==> config.mk <==
export PLATFORM = sky130hd
export DESIGN_NAME = wave_dispatch
export DESIGN_NICKNAME = d
export VERILOG_FILES = /design/src/rtl/wave_dispatch.sv
export SDC_FILE = /design/constraint.sdc
export NUM_CORES = 1
export LEC_CHECK = 0
export CAP_MARGIN = 20
export CORE_MARGIN = 5
export CORE_UTILIZATION = 46
export CTS_CLUSTER_SIZE = 8
export DETAILED_ROUTE_END_ITERATION = 6
export PLACE_DENSITY = 0.95
export SYNTH_ARGS = -nofsm -noshare
export SYNTH_HDL_FRONTEND = slang
export SYNTH_SLANG_ARGS = --single-unit
==> constraint.sdc <==
create_clock -name clk -period 11.8 [get_ports clk]
set_clock_uncertainty 0.05 [all_clocks]
set_input_delay 2.36 -clock clk [delete_from_list [all_inputs] [get_ports clk]]
set_output_delay 2.36 -clock clk [all_outputs]
set_load 0.02 [all_outputs]
==> src/rtl/wave_dispatch.sv <==
// Waveform descriptor dispatcher: pops descriptors from the waveform FIFO and holds each for nsamp cycles.
// Optional underrun statistics are enabled with `define WAVE_DISPATCH_STATS_EN.
module wave_dispatch #(
  parameter int B     = 160,
  parameter int LEN_W = 16
) (
  input  logic         clk,
  input  logic         rst,
  output logic         fifo_rd_en,
  input  logic [B-1:0] fifo_dout,
  input  logic         fifo_empty,
  output logic         wave_valid,
  output logic [B-1:0] wave_data,
  output logic         wave_first,
  output logic         busy
`ifdef WAVE_DISPATCH_STATS_EN
  ,
  input  logic         stats_clr,
  output logic [15:0]  underrun_cnt
`endif
);

  // Handshake: fifo_rd_en is asserted only while fifo_empty is low; the
  // requested word is presented on fifo_dout on the following cycle, and at
  // most one read is outstanding at any time.

  typedef enum logic [1:0] {
    IDLE  = 2'd0,
    FETCH = 2'd1,
    PLAY  = 2'd2
  } state_t;

  state_t           state;
  state_t           state_nxt;
  logic [LEN_W-1:0] cnt;
  logic             pf;
  logic             last;
  logic             near_end;
  logic             periodic;

  function automatic logic [LEN_W-1:0] hold_len(input logic [B-1:0] d);
    return (d[LEN_W-1:0] == '0) ? LEN_W'(1) : d[LEN_W-1:0];
  endfunction

  assign last     = (cnt == LEN_W'(1));
  assign near_end = (cnt == LEN_W'(2));
  assign periodic = wave_data[LEN_W];

  always_ff @(posedge clk or posedge rst) begin
    if (rst) begin
      state <= IDLE;
    end else begin
      state <= state_nxt;
    end
  end

  always_comb begin
    state_nxt = state;
    case (state)
      IDLE:  if (!fifo_empty) state_nxt = FETCH;
      FETCH: state_nxt = PLAY;
      PLAY: begin
        if (last) begin
          if (pf)                        state_nxt = PLAY;
          else if (periodic && fifo_empty) state_nxt = PLAY;
          else if (!fifo_empty)          state_nxt = FETCH;
          else                           state_nxt = IDLE;
        end
      end
      default: state_nxt = IDLE;
    endcase
  end

  // A read in PLAY is either the prefetch (cnt==2) or the late fetch (cnt==1, no prefetch).
  always_comb begin
    fifo_rd_en = 1'b0;
    case (state)
      IDLE:    fifo_rd_en = !fifo_empty;
      PLAY:    fifo_rd_en = !fifo_empty && !pf && (near_end || last);
      default: fifo_rd_en = 1'b0;
    endcase
    wave_valid = (state == PLAY);
    busy       = (state != IDLE);
  end

  always_ff @(posedge clk or posedge rst) begin
    if (rst) begin
      cnt        <= '0;
      pf         <= 1'b0;
      wave_data  <= '0;
      wave_first <= 1'b0;
    end else begin
      case (state)
        IDLE: begin
          pf         <= 1'b0;
          wave_first <= 1'b0;
        end
        FETCH: begin
          wave_data  <= fifo_dout;
          cnt        <= hold_len(fifo_dout);
          wave_first <= 1'b1;
        end
        PLAY: begin
          cnt        <= cnt - LEN_W'(1);
          wave_first <= 1'b0;
          if (near_end && fifo_rd_en) pf <= 1'b1;
          if (last) begin
            if (pf) begin
              wave_data  <= fifo_dout;
              cnt        <= hold_len(fifo_dout);
              wave_first <= 1'b1;
              pf         <= 1'b0;
            end else if (periodic && fifo_empty) begin
              cnt        <= hold_len(wave_data);
              wave_first <= 1'b1;
            end
          end
        end
        default: begin
          pf         <= 1'b0;
          wave_first <= 1'b0;
        end
      endcase
    end
  end

`ifdef WAVE_DISPATCH_STATS_EN
  // Idle cycles before the first descriptor since reset are not underruns.
  logic started;

  always_ff @(posedge clk or posedge rst) begin
    if (rst) begin
      started      <= 1'b0;
      underrun_cnt <= 16'd0;
    end else begin
      if (wave_valid) started <= 1'b1;
      if (stats_clr) begin
        underrun_cnt <= 16'd0;
      end else if (started && !wave_valid && underrun_cnt != 16'hFFFF) begin
        underrun_cnt <= underrun_cnt + 16'd1;
      end
    end
  end
`endif

endmodule
# Word-level counts from Yosys, hierarchy flattened

Cells that the tools add are included.

Register bits: 180
Bits of input ports: 163
Output and inout port bits: 164
Word-level logic and storage cells: 51

Add/sub/neg operators: 1
Equal/unequal tests: 7
Multiplexer cells: 24
Reductions and logical operators: 14

Operators by type and width:

| kind                                                                   | count |
|---|---|
| 160-bit 2-to-1 mux                                                     | 2 |
| 160-bit one-hot mux with 2 select lines                                | 1 |
| 16-bit 2-to-1 mux                                                      | 5 |
| 16-bit logical NOT                                                     | 2 |
| 16-bit one-hot mux with 2 select lines                                 | 1 |
| 16-bit by 1-bit equality test with 1-bit output, second input constant | 1 |
| 16-bit by 2-bit equality test with 1-bit output, second input constant | 1 |
| 16-bit by 1-bit subtractor with 16-bit output, second input constant   | 1 |
| 2-bit 2-to-1 mux                                                       | 4 |
| 1-bit 2-to-1 mux                                                       | 7 |
| 1-bit one-hot mux with 2 select lines                                  | 3 |
| 2-bit one-hot mux with 3 select lines                                  | 1 |
| 1-bit logical AND                                                      | 4 |
| 2-bit by 1-bit != test with 1-bit output, second input constant        | 2 |
| 2-bit nonzero test                                                     | 2 |
| 3-bit AND reduction                                                    | 1 |
| 2-bit by 1-bit equality test with 1-bit output, second input constant  | 1 |
| 2-bit equality test, second input constant                             | 1 |
| 1-bit logical NOT                                                      | 2 |
| 2-bit logical NOT                                                      | 1 |
| 2-bit != test, second input constant                                   | 1 |
| 2-bit AND reduction                                                    | 1 |
| 1-bit logical OR                                                       | 1 |

# Longest topological paths before layout

Depth after elaboration: 9
Depth in mapped cells: 10
Gate-level depth less buffers: 7

# Worst setup path before layout

OpenSTA, ideal clock, no wires.

Path kind: input port to output port
Start point: in fifo_empty
End point: out fifo_rd_en
Arrival: 2.849 ns
Data required time: 9.390 ns
Path slack: 6.541 ns
Stages: 2
Buffers on the path: 1
Path through: buf_2 -> a21oi_1

Word-level cells in the longest chain between the ends: 4

Ends and longest elaborated chain:

| what                                    | RTL line | source |
|---|---|---|
| from (decl)                             | 11       | `input logic fifo_empty,` |
| 1-bit logical NOT *                     | 78, 79   |  |
| 1-bit logical AND (2 in a row)          | 79       | `PLAY: fifo_rd_en = !fifo_empty && !pf && (near_end \|\| last);` |
| 1-bit one-hot mux with 2 select lines * | 77       | `case (state)` |
| to (decl)                               | 9        | `output logic fifo_rd_en,` |

Mark *: on every way between the ends. The rest lies on a longest branch, timed or not.

# Worst setup path in the final report

Same ends and word-level chain as after synthesis.

==> run_results.csv <==
group,metric,value,unit
sta,post-route-period-util,0.519,
placement,postPlaceCellArea,11000,sq um
synthesis,synth_top_cell_by_area,"dfrtp_1",
layout,final_nets,1025,
routing,ant_nets,0,
routing,routed-via-count,5982,
clocking,path_clk_slew,70,ps
routing,drt_iter0_markers,356,
sta,rsz0062_at_grt,"false",
synthesis,synth_most_common_cell,"dfrtp_1",
floorplan,core,16300,sq um
synthesis,ys_top_cells_by_area,"dfrtp_1 (59%), mux2_2 (23%), buf_2 (1.3%)",
setup_path,worstPathRequired,9390,ps
synthesis,synth_area,7570,sq um
synthesis,synth_edf_count,0,
synthesis,syn_nets,703,
synthesis,yosys.area_share.xor_xnor,0.00116,
global_route,grt_pass1_wl,36900,um
layout,fill_cells,1131,
sta,slew_headroom,0.269,
setup_path,r2r-end,"wave_data[89]",
pwr,leakage,0.00469,uW
global_route,grt_pass1_vias,6603,
global_route,grt_use_met2,0.440,
synthesis,synth_fa_ha_area_frac,0.0116,
layout,postLayoutCellArea,11500,sq um
setup_path,cp_max_fo,8,
floorplan,rows,47,
clocking,cts_tree,"done",
clocking,cts-buffers-inserted,17,
clocking,hold_buffers,0,
floorplan,die_h,138,um
setup_path,crit_path_frequent_cell,"clkdlybuf4s50_1",
layout,antenna_cells,0,
synthesis,synth.distinct_cells,61,
synthesis,yosysTopAreaCellShare,0.595,
placement,hpwl,17200,um
global_route,use_met3,0.0967,
sta,hold_viol,0,
placement,io_buffers,326,
hold_path,hold_path.class,"register to register",
setup_path,crit_start,"fifo_empty",
routing,viasPerCell,5.50,
setup_path,reg2reg_depth,7,
clocking,htree_levels,4,
synthesis,muxShareOfSynthArea,0.238,
run,drv_cap,0,
layout,areaGrowthSynthToFinish,52.5,%
synthesis,synth_top_family_by_area,"multiplexers",
hold_path,hold_path_startpoint,"wave_data[100]",
synthesis,netlist_instances,533,
synthesis,ys_ff_latch,180,
sta,finalSetupTns,0,ps
setup_path,crit_chain,"clkdlybuf4s50_1, a21oi_1, clkdlybuf4s50_1",
global_route,gr-total-overflow,0,
placement,gp_congestion,0.903,
synthesis,yosys_warnings,0,
setup_path,cp_slowest_cell,"clkdlybuf4s50_1",
synthesis,netlist_top_cells_count,"dfrtp_1 (180), mux2_2 (152), buf_2 (20)",
sta,drv_slew,0,
clocking,cts.sinks,180,
setup_path,worstReg2RegStart,"state[0]",
floorplan,die_width,138,um
routing,avgRoutedWirePerCell,21.6,um
pwr,pwr_density_cell,308,nW/um^2
sta,post-route-min-period,6130,ps
global_route,grt.busiest_layer,"met2",
setup_path,cp-endpoint,"fifo_rd_en",
setup_path,reg2reg_setup_slack,7210,ps
sta,worst_pin_slew,1100,ps
sta,finalSetupViolations,0,
synthesis,synth_compound_area_frac,0.0607,
global_route,grt.met1_usage,0.251,
routing,routed_wl,23500,um
setup_path,start_kind,"primary input",
setup_path,slowest_delay,630,ps
global_route,grt_max_degree,109,
layout,drive_above_1_share,0.233,
floorplan,start_util,0.463,
global_route,antenna_found_initial,1,
setup_path,critPathArrivalTime,3720,ps
synthesis,avgSynthCellArea,14.2,sq um
global_route,track_usage,0.245,
clocking,post_cts_buffers,0,
synthesis,synth-simple-area-share,0.0701,
routing,drc,0,
clocking,clk_latency,420,ps
floorplan,dieArea,19100,sq um
synthesis,ys_seq_area_frac,0.595,
routing,dr.pass1.iters,6,
status,outcome,"finished, final reports clean",
clocking,cts_resized,0,
hold_path,whs_path_depth,1,
synthesis,postSynth.asyncResetShare,1.00,
synthesis,synthFlopType,"dfrtp_1",
clocking,clk_path_buf_depth,2,
sta,timing.fmax,163,MHz
pwr,vdd_drop_max,0.221,mV
setup_path,cp-end-kind,"output port",
floorplan,ios,327,
setup_path,path_class,"primary input to output port",
clocking,clockRootBuffer,"clkbuf_16",
per-stage QoR:
stage / utilization / total power, uW / setup WS [ps] / cells / hold slack (ps)
global route: 0.706 / 3730 / 5600 / 1087 / 454
detailed placement: 0.673 / 3010 / 5690 / 1056 / 430
finish: 0.706 / 3560 / 5670 / 1087 / 440
global placement: 0.673 / 2950 / 5690 / 1056 / 423
CTS: 0.706 / 3580 / 5680 / 1087 / 445
floorplan: - / 2170 / 4500 / 533 / 446
worst min-delay path by stage:
stage / end
2_1_floorplan: state[0]
3_3_place_gp: wave_data[104]
3_5_place_dp: wave_data[104]
4_1_cts: wave_data[104]
5_1_grt: wave_data[100]
6_report: wave_data[100]
cell usage in the layout (no fill, tap or decap), types with 5 or more instances in the layout:
master / instances
nand2_1: 16
nand3_1: 13
ha_1: 7
dfrtp_1: 180
clkbuf_16: 17
clkdlybuf4s50_1: 326
nor2_1: 11
mux2_2: 152
mux2_1: 8
nand4_1: 5
inv_1: 7
inv_6: 6
a21oi_1: 7
nor4_1: 11
a22oi_1: 8
layer usage:
layer / part of all wire / vias up
met5: 0.00085 / -
met4: 0.042 / 2
met3: 0.095 / 80
met2: 0.53 / 344
met1: 0.34 / 2942
li1: - / 2614
flip-flops by register name, summed over array words and instances, names as in the netlist:
signal / flops
cnt: 16
wave_data: 160
wave_first: 1
state: 2
pf: 1
final cells by class:
cell class | count | area (sq um) | share of cell area
multi-input cells | 317 | 2900 | 0.251
flip-flops and latches | 180 | 4500 | 0.390
well taps | 220 | 275 | 0.0238
inverters | 10 | 42.5 | 0.00368
clock inverters | 13 | 114 | 0.00986
clock buffers | 18 | 429 | 0.0372
repair buffers | 329 | 3290 | 0.285
where the power goes:
group | internal, uW | switching (uW)
clock network | 277 | 264
logic | 954 | 907
registers | 939 | 219
total | 2170 | 1390
kinds of logic (layout without fill, tap and decap cells):
| family | count (synthesis) | after routing |
|---|---|---|
| AO/OA/AOI/OAI | 60 | 60 |
| XOR/XNOR | 1 | 1 |
| adder cells (fa/ha/maj) | 7 | 7 |
| buffers and inverters | 36 | 370 |
| flip-flops | 180 | 180 |
| multiplexers | 160 | 160 |
| AND/OR/NAND/NOR | 89 | 89 |
critical path, delay by kind of cell:
kind	cells	cell delay (ps)
AO/OA/AOI/OAI	1	190
buffers and inverters	2	1170
Note: power is estimated with default switching activity, not from simulation.
